`src/rtl/timeout_scheduler_if.sv`:
```
// Bundle between the game-control requesters / shared prescaler and the timeout scheduler.
// The master side drives requests and ticks; the slave side (the scheduler) owns the grants and timer controls.
interface timeout_scheduler_if #(
   parameter int NREQ  = 2,
   parameter int DUR_W = 8
);
   logic [NREQ-1:0]       req;
   logic [NREQ*DUR_W-1:0] req_dur;
   logic                  tick_100ms;
   logic                  tmr_enable;
   logic                  tmr_clear;
   logic [NREQ-1:0]       gnt;
   logic [NREQ-1:0]       done;
   logic                  busy;

   modport master (
      output req, req_dur, tick_100ms,
      input  tmr_enable, tmr_clear, gnt, done, busy
   );

   modport slave (
      input  req, req_dur, tick_100ms,
      output tmr_enable, tmr_clear, gnt, done, busy
   );
endinterface

```
`src/rtl/timeout_scheduler.sv`:
```
// Round-robin owner of one shared 100 ms prescaler chain: grants it, clears it, counts ticks
// for the owner's duration, then pulses done to that owner.
module timeout_scheduler #(
   parameter int NREQ  = 2,
   parameter int DUR_W = 8
) (
   input  logic               clk,
   input  logic               rst,
   timeout_scheduler_if.slave bus
);
   localparam int PTR_W = (NREQ > 1) ? $clog2(NREQ) : 1;

   typedef enum logic [1:0] {IDLE, LOAD, RUN, DONE} state_t;

   state_t             state;
   logic [PTR_W-1:0]   rr_ptr;
   logic [PTR_W-1:0]   owner;
   logic [DUR_W-1:0]   count;
   logic [PTR_W-1:0]   pick_idx;
   logic [PTR_W-1:0]   cand;
   logic               pick_any;
   logic [NREQ-1:0]    pick_oh;
   logic [DUR_W-1:0]   dur_arr [NREQ];

   function automatic logic [PTR_W-1:0] next_ptr(input logic [PTR_W-1:0] p);
      if (int'(p) >= NREQ - 1) return '0;
      return p + PTR_W'(1);
   endfunction

   always_comb begin
      for (int i = 0; i < NREQ; i++) dur_arr[i] = bus.req_dur[i*DUR_W +: DUR_W];
   end

   // Search downward so the candidate closest to rr_ptr is written last and wins.
   always_comb begin
      pick_any = 1'b0;
      pick_idx = '0;
      cand     = '0;
      for (int i = NREQ - 1; i >= 0; i--) begin
         cand = PTR_W'((int'(rr_ptr) + i) % NREQ);
         if (bus.req[cand]) begin
            pick_any = 1'b1;
            pick_idx = cand;
         end
      end
      pick_oh = NREQ'(1) << pick_idx;
   end

   always_ff @(posedge clk) begin
      if (rst) begin
         state          <= IDLE;
         rr_ptr         <= '0;
         owner          <= '0;
         count          <= '0;
         bus.gnt        <= '0;
         bus.done       <= '0;
         bus.tmr_enable <= 1'b0;
         bus.tmr_clear  <= 1'b0;
         bus.busy       <= 1'b0;
      end else begin
         bus.done      <= '0;
         bus.tmr_clear <= 1'b0;
         case (state)
            IDLE: begin
               if (pick_any) begin
                  owner         <= pick_idx;
                  count         <= dur_arr[pick_idx];
                  bus.gnt       <= pick_oh;
                  bus.tmr_clear <= 1'b1;
                  bus.busy      <= 1'b1;
                  state         <= LOAD;
               end
            end
            LOAD: begin
               if (!bus.req[owner]) begin
                  bus.gnt        <= '0;
                  bus.busy       <= 1'b0;
                  bus.tmr_enable <= 1'b0;
                  count          <= '0;
                  rr_ptr         <= next_ptr(owner);
                  state          <= IDLE;
               end else if (count == '0) begin
                  bus.done <= bus.gnt;
                  state    <= DONE;
               end else begin
                  bus.tmr_enable <= 1'b1;
                  state          <= RUN;
               end
            end
            RUN: begin
               // A dropped request beats a coincident final tick.
               if (!bus.req[owner]) begin
                  bus.gnt        <= '0;
                  bus.busy       <= 1'b0;
                  bus.tmr_enable <= 1'b0;
                  count          <= '0;
                  rr_ptr         <= next_ptr(owner);
                  state          <= IDLE;
               end else if (bus.tick_100ms) begin
                  count <= count - DUR_W'(1);
                  if (count == DUR_W'(1)) begin
                     bus.done       <= bus.gnt;
                     bus.tmr_enable <= 1'b0;
                     state          <= DONE;
                  end
               end
            end
            DONE: begin
               bus.gnt  <= '0;
               bus.busy <= 1'b0;
               rr_ptr   <= next_ptr(owner);
               state    <= IDLE;
            end
            default: state <= IDLE;
         endcase
      end
   end
endmodule
```
`src/flat_wrapper.sv`:
```
// flat-port wrapper written by rule: the top's interface ports become plain ports
module timeout_scheduler_flat 
#(
   parameter int NREQ  = 2,
   parameter int DUR_W = 8
)
  (clk, rst, bus_req, bus_req_dur, bus_tick_100ms, bus_tmr_enable, bus_tmr_clear, bus_gnt, bus_done, bus_busy);
  timeout_scheduler_if #(.NREQ(NREQ), .DUR_W(DUR_W)) bus_i ();
  input  logic clk;
  input  logic rst;
  input wire logic [$bits(bus_i.req)-1:0] bus_req;
  input wire logic [$bits(bus_i.req_dur)-1:0] bus_req_dur;
  input wire logic [$bits(bus_i.tick_100ms)-1:0] bus_tick_100ms;
  output wire logic [$bits(bus_i.tmr_enable)-1:0] bus_tmr_enable;
  output wire logic [$bits(bus_i.tmr_clear)-1:0] bus_tmr_clear;
  output wire logic [$bits(bus_i.gnt)-1:0] bus_gnt;
  output wire logic [$bits(bus_i.done)-1:0] bus_done;
  output wire logic [$bits(bus_i.busy)-1:0] bus_busy;
  assign bus_i.req = bus_req;
  assign bus_i.req_dur = bus_req_dur;
  assign bus_i.tick_100ms = bus_tick_100ms;
  assign bus_tmr_enable = bus_i.tmr_enable;
  assign bus_tmr_clear = bus_i.tmr_clear;
  assign bus_gnt = bus_i.gnt;
  assign bus_done = bus_i.done;
  assign bus_busy = bus_i.busy;
  timeout_scheduler #(.NREQ(NREQ), .DUR_W(DUR_W)) u_core (.clk(clk), .rst(rst), .bus(bus_i));
endmodule
```
`config.mk`:
```
export PLATFORM = sky130hd
export DESIGN_NAME = timeout_scheduler_flat
export DESIGN_NICKNAME = d
export VERILOG_FILES = /design/src/rtl/timeout_scheduler_if.sv /design/src/rtl/timeout_scheduler.sv /design/src/flat_wrapper.sv
export SDC_FILE = /design/constraint.sdc
export NUM_CORES = 1
export LEC_CHECK = 0
export BUFFER_PORTS_ARGS = -buffer_cell sky130_fd_sc_hd__buf_2
export CORE_ASPECT_RATIO = 0.6
export CORE_MARGIN = 2
export CORE_UTILIZATION = 45
export CTS_CLUSTER_SIZE = 24
export DETAILED_ROUTE_END_ITERATION = 7
export PLACE_DENSITY = 0.68
export RECOVER_POWER = 100
export SYNTH_ARGS = -nofsm -noshare
export SYNTH_HDL_FRONTEND = slang
export SYNTH_SLANG_ARGS = --single-unit
```
`constraint.sdc`:
```
create_clock -name clk -period 2.07 [get_ports clk]
set_input_delay 0.1035 -clock clk [delete_from_list [all_inputs] [get_ports clk]]
set_output_delay 0.1035 -clock clk [all_outputs]
set_load 0.01 [all_outputs]
```
==> out/summary.md, run 1 <==
The run finished with clean final reports. The min-delay analysis places its worst path in the category in2reg. The sequential cell area in the final layout is 380 um2. Counting tap cells, the placed design contains a total of 189 instances. The total die area was 0.00296 mm2. Sorting the synthesized cells by area gives the leading types as sky130_fd_sc_hd__dfxtp_1 (33%), sky130_fd_sc_hd__ha_1 (6.6%), sky130_fd_sc_hd__mux2i_1 (6.1%), sky130_fd_sc_hd__nor2_1 (4.0%), sky130_fd_sc_hd__a32o_1 (3.5%). The count of pins over their slew limit is 0. Number of enable-type register cells in the synthesized netlist: 0.

For the pin with the worst max-slew slack, the measured transition is 0.536 ns. The worst-case IR drop observed on VDD is 0.374 mV. Max-cap violations in this run came to 0.

After the first detailed-routing iteration, the DRC count stood at 83. sky130_fd_sc_hd__dfxtp_1 takes more of the synthesized area than any other cell. Final-report hold violation count: 0.

Setup repair after global routing left no endpoint under its margin. The number of sinks on the clock net is 19, and the fraction of synthesis flops using an asynchronous set or reset pin is 0. At the end of routability-driven placement, the weighted congestion stood at 0.896.

Entering global routing, the biggest net connects 15 pins. The dominant delay contributor by cell family on the critical path is compound AO/OA/AOI/OAI gates. For this run, design rule violations remaining after detail routing come to 0.

The net count of the finished layout is 189. The fraction of layout instances using a drive strength above 1 works out to 0.211. In the layout the commonest cells are sky130_fd_sc_hd__buf_2 (20), sky130_fd_sc_hd__dfxtp_1 (19), sky130_fd_sc_hd__nor2_1 (12), sky130_fd_sc_hd__inv_1 (9), sky130_fd_sc_hd__nand2_1 (9). Detailed routing inserted a total of 1113 vias. The global routing usage summed across all routing layers was 0.226; the final core area utilization was 0.543. The critical path data arrival time was 2.08 ns; the count of cells resized by post-cts repair was 0.

Leaving out filler cells and counting taps, the final layout contains 193. The sequential-to-total area share from yosys stat was 0.334; the wire length reported by the detailed router was 2970 um. STA classifies the critical path startpoint as a flop. The area of all placed cells without fillers was 0.00133 mm2. Walking the worst path, the cells encountered are or4_4 > o311ai_1 > a21oi_1 > a21oi_1 > nor2_1. Remaining global-route overflow: 0.

Clock-pin transition on the worst setup and hold timing paths: 0.08 ns. In the final layout, the multi-input gates occupy 691 um2. The tools report the headroom to the max-slew limit as 0.637. The via count of the first global-routing pass was 1037. Hold repair after CTS inserted 0 buffers. In this run the power density over the cells is 783 mW/mm2. The number of port buffers works out to 27.

For the count of boundary I/O pins, the log shows 28. Final hold analysis gives a worst-case slack of 0.191 ns. Using the TritonRoute via totals, the vias-per-cell ratio works out to 5.77. Data on the critical path is required at its endpoint by 2.21 ns. Most instantiated flip-flop cell in the synthesis netlist: sky130_fd_sc_hd__dfxtp_1.

The run gives 0 as the initial antenna violation count. The critical path class is reg2reg. In this run, synthesis produced a sequential element count of 19. STA classifies the critical path endpoint as a flop.

Before antenna repair, the detailed router went through 4 iterations. Counting both buffers and inverters, the worst setup path holds a total of 0. Dividing the detail-routed wire length by the instance count gives 15.4 um.

Instance area at placement: 0.00131 mm2. Deepest clock path buffer count: 2. The run gives 1 as the H-tree depth reported by CTS. The horizontal die dimension is 69.0 um, and the wire length of the first global-routing pass is 4910 um. The post-synthesis to final-layout area growth is 16.9%, and the initial core utilization is 0.465. The run gives 253 as the fill cell total of the finished layout. The number of nets with antenna violations after routing is 0. Buffers inserted during clock tree synthesis total 3.

The final period utilization works out to 0.934. The detailed placer's ending HPWL was 2230 um. The repair_antennas step left the layout with diodes totalling 0.

The sum of negative setup slack is 0 ns, and the maximum frequency from static timing analysis is 517 MHz. The worst-path cell with the longest stage delay was sky130_fd_sc_hd__or4_4. Row generation in the floorplan step produced 14 rows. The area share of the largest cell type after synthesis was 0.334; the worst-skew pair later-pin latency was 0.26 ns. The worst path needs 1.93 ns of the cycle, external delays included. For this run, the number of Yosys warnings is 0. For the number of distinct library cells after synthesis, the log shows 38. Among the stages of the critical path, the cell type that occurs most often is sky130_fd_sc_hd__a21oi_1. The floorplan step defined a core boundary enclosing 0.00245 mm2.

Along the worst path, the maximum fanout reaches 6. Counting every instance in the synthesized netlist gives 132. The clock arrives with 0.00469 ns of skew. Leaving out fill and tap cells, the most frequent cell in the layout is sky130_fd_sc_hd__buf_2. Averaged over all synthesized cells, the footprint is 8.64 um2. For the cell area after synthesis, the log shows 0.00114 mm2. For this run, the slowest stage of the critical path takes 0.59 ns.

The total setup violations reported at the end of the flow is 0. TritonCTS built the clock tree. The die boundary height came out at 43.0 um. The logs give 0.587 nW for the static leakage power and 0 for the number of buffers added for setup after CTS. The synthesized netlist net count is 159. The tree is rooted in a sky130_fd_sc_hd__clkbuf_8.
path summary, 6_finish.rpt:
path	depth (start not counted)	to	slack [ns]	startpoint
worst max-delay path	5	u_core.state[1]	0.14	u_core.count[5]
worst max register to register	5	u_core.state[1]	0.14	u_core.count[5]
worst min register to register	2	u_core.bus.tmr_enable	0.48	u_core.bus.tmr_enable
worst min-delay path	2	u_core.bus.gnt[0]	0.19	rst
area by class of cell:
type | instances | share of cell area
Clock inverter | 1 | 0.00376
Inverter | 9 | 0.0254
Tap cell | 32 | 0.0300
Sequential cell | 19 | 0.285
Multi-Input combinational cell | 100 | 0.518
Timing Repair Buffer | 29 | 0.106
Clock buffer | 3 | 0.0310
routing by layer:
metal | track usage | vias up | routed length [um] | part of all wire
li1 | - | 553 | - | -
met1 | 0.338 | 502 | 1530 | 0.52
met2 | 0.317 | 54 | 1180 | 0.40
met3 | 0.0637 | 4 | 237 | 0.080
met4 | 0.0510 | 0 | 21 | 0.0071
met5 | 0 | - | 0 | 0
worst reg2reg max path: cells and delay by family (launching register included):
kind | cells | cell delay (ns)
and+or+nand+nor | 2 | 0.64
AOI/OAI and AO/OA | 3 | 0.82
DFF | 1 | 0.36
synthesized netlist by cell type, types with 2 or more instances:
cell type,number
sky130_fd_sc_hd__o211ai_1,2
sky130_fd_sc_hd__o221a_2,2
sky130_fd_sc_hd__a211oi_1,3
sky130_fd_sc_hd__nor4_1,3
sky130_fd_sc_hd__a32o_1,4
sky130_fd_sc_hd__ha_1,6
sky130_fd_sc_hd__and2_1,2
sky130_fd_sc_hd__nor3_1,3
sky130_fd_sc_hd__nand3_1,3
sky130_fd_sc_hd__buf_2,2
sky130_fd_sc_hd__nand3b_1,3
sky130_fd_sc_hd__nor2b_1,2
sky130_fd_sc_hd__nor2_1,12
sky130_fd_sc_hd__o21ai_0,6
sky130_fd_sc_hd__a21oi_1,7
sky130_fd_sc_hd__dfxtp_1,19
sky130_fd_sc_hd__a22oi_1,4
sky130_fd_sc_hd__a31o_2,2
sky130_fd_sc_hd__clkbuf_1,2
sky130_fd_sc_hd__o22ai_1,3
sky130_fd_sc_hd__mux2i_1,7
sky130_fd_sc_hd__nand2_1,9
sky130_fd_sc_hd__and3b_1,2
sky130_fd_sc_hd__inv_1,9
sky130_fd_sc_hd__o21ai_1,2
logic make-up (layout without fill, tap and decap cells):
group | Yosys count | count (layout) | share of synthesized area
buf+inv | 13 | 42 | 0.0450
flops | 19 | 19 | 0.334
simple gates | 46 | 46 | 0.218
fa+ha+maj | 6 | 6 | 0.0659
compound gates | 40 | 40 | 0.266
mux | 8 | 8 | 0.0714
state kept, by name, summed over array words and instances (netlist names):
signal and flops:
u_core.rr_ptr 1, u_core.bus.busy 1, u_core.bus.tmr_clear 1, u_core.count 8
u_core.owner 1, u_core.state 2, u_core.bus.gnt 2, u_core.bus.done 2
u_core.bus.tmr_enable 1
metrics by stage:
step	total power [mW]	worst slack, ns
global route	1.11	0.0129
finish	1.04	0.136
CTS	1.06	0.191
floorplan	0.685	0.404
global placement	0.783	0.262
detailed placement	0.787	0.210
report_power, final:
group	switching [mW]	internal (mW)
Clock	0.132	0.134
Combinational	0.194	0.139
Sequential	0.0374	0.406
Total	0.363	0.679
(Power assumes the default switching activity.)
==> inputs of run 2 (changes only) <==
CORE_MARGIN = 5   (was 2)
==> out/summary.md, run 2 (synthesis gave the netlist of run 1 again) <==
The run finished with clean final reports. The tools report the number of sinks on the clock net as 19 (unchanged). Setup repair after global routing left no endpoint under its margin.

The logs give 4970 um (+1.1%) for the wire length of the first global-routing pass and 0 (unchanged) for the number of violations of the max-capacitance limit. The path class of the tightest hold or removal check is in2reg. The logs give 0 ns (unchanged) for the sum of negative setup slack and 0.00247 mm2 (+0.71%) for the area of the core. The die boundary height was 49.0 um (+14%).

In this run the clock root is driven by a sky130_fd_sc_hd__clkbuf_8. The routed length per placed instance was 15.4 um (-0.13%). The logs give 0.00302 ns (-0.00167 ns) for the post-route clock skew and 0 (unchanged) for the remaining global-route overflow.

The startpoint identified for the worst hold timing path is rst. The run gives 0.250 (-0.005) as the clock power share. The dominant delay contributor by cell family on the critical path was compound AO/OA/AOI/OAI gates.

The post-synthesis to final-layout area growth is 19.0%. The deepest clock path buffer count is 2 (unchanged), and the depth of the worst hold-timing path is 2 (unchanged). TritonCTS built the clock tree. The tools report the static leakage power as 0.593 nW (+1.1%). The logs give 14 (unchanged) for the floorplan row count and 380 um2 (unchanged) for the sequential cell area in the final layout. Leaving out fill and tap cells, the most frequent cells in the layout are sky130_fd_sc_hd__buf_2 (20), sky130_fd_sc_hd__dfxtp_1 (19), sky130_fd_sc_hd__nor2_1 (11), sky130_fd_sc_hd__inv_1 (9), sky130_fd_sc_hd__nand2_1 (9). The power per standard cell area came out at 771 mW/mm2 (-1.5%). The tools report the number of DRC violations after detailed routing as 0 (unchanged).

The footprint of the multi-input gates was 703 um2 (+1.8%). The final period utilization is 0.898 (-0.0365). The path depth of the worst reg2reg path came out at 5 (unchanged). The final-report hold violation count is 0 (unchanged). The worst register-to-register path begins at u_core.count[5].

The total die area was 0.00367 mm2 (+24%). The maximum fanout encountered on the critical timing path came out at 6 (unchanged). The tools report the total clock buffers created by CTS as 3 (unchanged).

The run gives 0.422 (-0.003) as the sequential group share of total power. The run gives 0.21 ns (+0.08 ns) as the register-to-register setup slack. The switching portion of total power works out to 0.348 (-0.000892). Among all stages on the critical path, the largest delay is contributed by sky130_fd_sc_hd__or4_1. The detailed placer's ending HPWL was 2260 um (+1.5%); the initial antenna violation count was 0 (unchanged). The logs give 0 (unchanged) for the final antenna diode count and 0.00136 mm2 (+1.8%) for the area of all placed cells without fillers. For the via count, the log shows 1141 (+2.5%). The worst-skew pair later-pin latency was 0.26 ns (about the same); the met2 wire length was 1330 um (+13%). The count of pins over their slew limit is 0 (unchanged), and the number of port buffers is 27 (unchanged).

The final core area utilization is 0.549 (+0.00577), and the fraction of layout instances using a drive strength above 1 is 0.233 (+0.0219). The logs give 1420 um (-7.4%) for the post-route met1 wirelength and 0.399 mV (+6.7%) for the worst supply voltage drop on vdd. The cell-internal power was 682 uW (+0.36%). The critical path class was reg2reg.

The critical path data arrival time came out at 2.00 ns (-0.08 ns). Walking the worst path, the cells encountered are or4_1 > o311ai_2 > a21oi_1 > a21oi_1 > nor2_1. The tools report the maximum number of pins on one net before global-route repair as 15 (unchanged). The flip-flop count of the largest register after layout is 8 (unchanged).

The count of buffering cells on the critical path with inverters included is 0 (unchanged), and the via count of the first global-routing pass is 1033 (-0.39%). Ranked by flip-flop count, first place goes to u_core.count. The horizontal die dimension was 75.0 um (+8.7%). The global routing usage summed across all routing layers was 0.173 (-0.0534); the number of nets with antenna violations after routing was 0 (unchanged). The number of vias per cell was 5.85 (+1.5%). The fill cell total of the finished layout was 247 (-2.4%). For the required time at the worst-slack endpoint, the log shows 2.21 ns (about the same).

The net count of the finished layout is 191 (+1.1%). The DRC marker count from the first detailed-route iteration is 63 (-24%), and the wire length reported by the detailed router is 3000 um (+0.91%). The most used cell along the critical path was sky130_fd_sc_hd__a21oi_1. The placer's final routability congestion estimate was 0.894 (-0.25%); the shortest period the worst path allows was 1.86 ns (-0.0755 ns). The most critical setup path has its startpoint at u_core.count[5]. The library cell used most frequently in the layout, excluding fill and tap cells, is sky130_fd_sc_hd__buf_2. In this run the critical register-to-register path is captured at u_core.state[1].

The actual slew at the worst max-slew pin works out to 0.485 ns (-0.0512 ns). The maximum frequency from static timing analysis is 538 MHz (+4.1%), and the delay of the slowest critical-path stage is 0.62 ns (+0.03 ns). The share of power burned in combinational logic is 0.328 (+0.008). For hold timing, the worst endpoint is u_core.bus.gnt[0].

The instance area at placement was 0.00131 mm2 (unchanged). The logs give 0.674 (+0.0368) for the headroom to the max-slew limit and 28 (unchanged) for the count of boundary I/O pins. The run gives 0 (unchanged) as the total setup violations reported at the end of the flow. STA classifies the critical path startpoint as a flop. The number of iterations in the first detailed-routing pass is 4 (unchanged), and the tightest hold margin is 0.196 ns (+0.00536 ns). The initial core utilization was 0.461 (-0.00330); the amount of wire on met3 after detailed routing was 232 um (-2.1%). The clock-pin transition on the worst setup and hold timing paths is 0.07 ns (about the same), and the reported net switching power is 363 uW (about the same).

STA classifies the critical path endpoint as a flop. The critical path depth in cells came out at 5 (unchanged). The highest layer touched by signal routing is met4.

The H-tree depth reported by CTS was 1 (unchanged).
-- run 2: layout make-up --
cell class / instances / share of cell area
Clock buffer: 3 / 0.0304
Clock inverter: 1 / 0.00369
Inverter: 9 / 0.0249
Multi-Input combinational cell: 100 / 0.518
Sequential cell: 19 / 0.280
Tap cell: 32 / 0.0295
Timing Repair Buffer: 31 / 0.113
-- run 2: repair_timing --
item                                    in CTS  in global routing
resized for setup                            0                  3
endpoints found under the setup margin       0                  6
setup buffers                                0                  2
endpoints found under the hold margin        0                  0
hold buffers                                 0                  0
-- run 2: per-stage QoR --
stage	setup WS [ns]	std cells	power [mW]
after floorplan	0.404	132	0.685
after global placement	0.238	189	0.782
after detailed placement	0.161	189	0.789
after CTS	0.126	193	1.05
after global routing	0.0728	195	1.12
final	0.211	195	1.05
-- run 2: how the worst max path moves through the flow --
stage	to	slack (ns)
after global routing	u_core.bus.done[0]	0.07
after global placement	u_core.count[3]	0.24
after floorplan	u_core.count[2]	0.40
final	u_core.state[1]	0.21
after CTS	u_core.count[5]	0.13
after detailed placement	u_core.count[3]	0.16
-- run 2: power groups by stage --
stage,Sequential [mW],Clock (mW),Combinational (mW)
after floorplan,0.447,0,0.238
after global placement,0.448,0,0.334
after detailed placement,0.449,0,0.340
after CTS,0.441,0.269,0.342
after global routing,0.448,0.286,0.382
final,0.441,0.261,0.343
-- run 2: routing by layer --
layer | track usage | vias up
met1 | 0.269 | 542
met2 | 0.234 | 40
met4 | 0.0266 | 0
met5 | 0 | -
met3 | 0.0494 | 4
li1 | - | 555
==> inputs of run 3 (changes only) <==
PLACE_DENSITY = 0.75   (was 0.68)
==> out/summary.md, run 3 (synthesis gave the netlist of run 1 again) <==
The run gives 2.09 ns (+0.09 ns) as the critical path data arrival time. The logs give 0.00134 mm2 (-1.5%) for the area of all placed cells without fillers and 2230 um (-1.4%) for the detailed placer's ending HPWL. The number of buffers added to fix hold violations after cts was 0 (unchanged).

The count of pins over their slew limit was 0 (unchanged); the wire length reported by the detailed router was 2980 um (-0.67%). The depth of the worst hold-timing path works out to 2 (unchanged). The required time at the worst-slack endpoint was 2.22 ns (about the same). The sequential cell area in the final layout is 380 um2 (unchanged).

The number of buffers added for setup after CTS was 0 (unchanged); the horizontal die dimension was 75.0 um (unchanged). Number of iterations in the first detailed-routing pass: 4 (unchanged). Total power after layout: 1.04 mW (-0.33%).

The flip-flop count of the largest register after layout is 8 (unchanged), and the remaining global-route overflow is 0 (unchanged). For the number of sinks on the clock net, the log shows 19 (unchanged). Actual slew at the worst max-slew pin: 0.525 ns (+0.0407 ns). The run gives 0.26 ns (about the same) as the worst-skew pair later-pin latency. The via count was 1124 (-1.5%); the static leakage power was 0.587 nW (-1.1%).

The worst setup path is captured at a flop. The number of port buffers works out to 27 (unchanged). The logs give 193 (-1.0%) for the count of non-filler cells in the finished layout and 0 (unchanged) for the total setup violations reported at the end of the flow.

The shortest period the worst path allows was 1.95 ns (+0.0876 ns). Counting flops per register, the top entry is u_core.count. For the worst supply voltage drop on vdd, the log shows 0.323 mV (-19%). The final core area utilization was 0.541 (-0.00811).

The tree is rooted in a sky130_fd_sc_hd__clkbuf_8. The most used cell along the critical path is sky130_fd_sc_hd__a21oi_1. DRC marker count from the first detailed-route iteration: 68 (+7.9%).

The initial core utilization was 0.461 (unchanged). The logs give 14 (unchanged) for the floorplan row count and 0 (unchanged) for the final antenna diode count. The critical path depth in cells works out to 5 (unchanged). The count of boundary I/O pins came out at 28 (unchanged). The maximum number of pins on one net before global-route repair is 15 (unchanged). The deepest clock path buffer count is 2 (unchanged). Type of the worst min-delay path: in2reg. The sum of negative setup slack is 0 ns (unchanged), and the net count of the finished layout is 189 (-1.0%).

Setup repair after global routing left no endpoint under its margin. The fraction of layout instances using a drive strength above 1 is 0.217 (-0.0157). The cell total after placement was 189 (unchanged). The wire length of the first global-routing pass came out at 4820 um (-3.1%).

Category of the worst setup path launch point: a flop. The tightest hold margin was 0.195 ns (-0.000739 ns). The final period utilization works out to 0.940 (+0.0423). The path depth of the worst reg2reg path was 5 (unchanged).

The critical path class was reg2reg. TritonCTS built the clock tree. The run gives 0 (unchanged) as the number of DRC violations after detailed routing. The instance area at placement was 0.00131 mm2 (unchanged). The library cell used most frequently in the layout, excluding fill and tap cells, is sky130_fd_sc_hd__buf_2.

The post-synthesis to final-layout area growth is 17.2%, and the die boundary height is 49.0 um (unchanged). The logs give 0 (unchanged) for the initial antenna violation count and 514 MHz (-4.5%) for the maximum frequency from static timing analysis. The tools report the via count of the first global-routing pass as 1002 (-3.0%). Worst-path cell with the longest stage delay: sky130_fd_sc_hd__or4_1. The power per standard cell area was 780 mW/mm2 (+1.2%); the delay of the slowest critical-path stage was 0.62 ns (about the same).

The total clock buffers created by CTS came out at 3 (unchanged). The top cell types in the final layout, fill and taps aside, are sky130_fd_sc_hd__buf_2 (20), sky130_fd_sc_hd__dfxtp_1 (19), sky130_fd_sc_hd__nor2_1 (11), sky130_fd_sc_hd__inv_1 (9), sky130_fd_sc_hd__nand2_1 (9). The maximum fanout encountered on the critical timing path is 6 (unchanged), and the footprint of the multi-input gates is 694 um2 (-1.2%). The run gives 0 (unchanged) as the count of cells resized by post-cts repair.

The number of nets with antenna violations after routing is 0 (unchanged). The count of buffering cells on the critical path with inverters included was 0 (unchanged). The logs give 0.174 ns (+0.0131 ns) for the worst setup timing slack at the placement stage and 0.00367 mm2 (unchanged) for the total die area.

For the headroom to the max-slew limit, the log shows 0.644 (-0.0297). For the area of the core, the log shows 0.00247 mm2 (unchanged). The H-tree depth reported by CTS is 1 (unchanged), and the number of vias per cell is 5.82 (-0.47%). The final-report hold violation count came out at 0 (unchanged). On the critical path the largest part of the delay comes from compound AO/OA/AOI/OAI gates. For the placer's final routability congestion estimate, the log shows 0.900 (+0.69%). For the post-route worst setup slack, the log shows 0.124 ns (-0.0876 ns).

The global routing usage summed across all routing layers is 0.168 (-0.00461). The routed length per placed instance was 15.4 um (+0.36%). The post-route clock skew was 0.00209 ns (-0.000938 ns); the clock-pin transition on the worst setup and hold timing paths was 0.07 ns (about the same). The number of violations of the max-capacitance limit was 0 (unchanged). The flow ran to the end, and the final reports show no timing, DRC or antenna violations. For the fill cell total of the finished layout, the log shows 246 (-0.40%). Traced cell by cell, the critical path runs through or4_1 > o311ai_1 > a21oi_1 > a21oi_1 > nor2_1.
run 3: worst paths after layout:
kind	from	end	slack, ns
worst max-delay path	u_core.count[5]	u_core.state[1]	0.12
worst min-delay path	rst	u_core.bus.gnt[0]	0.20
worst max register to register	u_core.count[5]	u_core.state[1]	0.12
worst min register to register	u_core.bus.tmr_enable	u_core.bus.tmr_enable	0.48
run 3: cell type report:
class	instances	share of cell area
clock buffers	3	0.0309
clock inverters	1	0.00375
inverters	9	0.0253
multi-input cells	100	0.520
flip-flops and latches	19	0.285
well taps	32	0.0300
repair buffers	29	0.106
run 3: routing by layer:
| metal | part of all wire | track usage | vias to the layer above |
|---|---|---|---|
| li1 | - | - | 552 |
| met1 | 0.50 | 0.253 | 539 |
| met2 | 0.44 | 0.230 | 28 |
| met3 | 0.060 | 0.0514 | 5 |
| met4 | 0.0064 | 0.0355 | 0 |
| met5 | 0 | 0 | - |
run 3: power by group:
group | total (mW) | switching (mW) | leakage, nW | internal (mW)
sequential | 0.442 | 0.0363 | 0.156 | 0.406
combinational | 0.333 | 0.197 | 0.405 | 0.136
clock | 0.266 | 0.132 | 0.0255 | 0.134
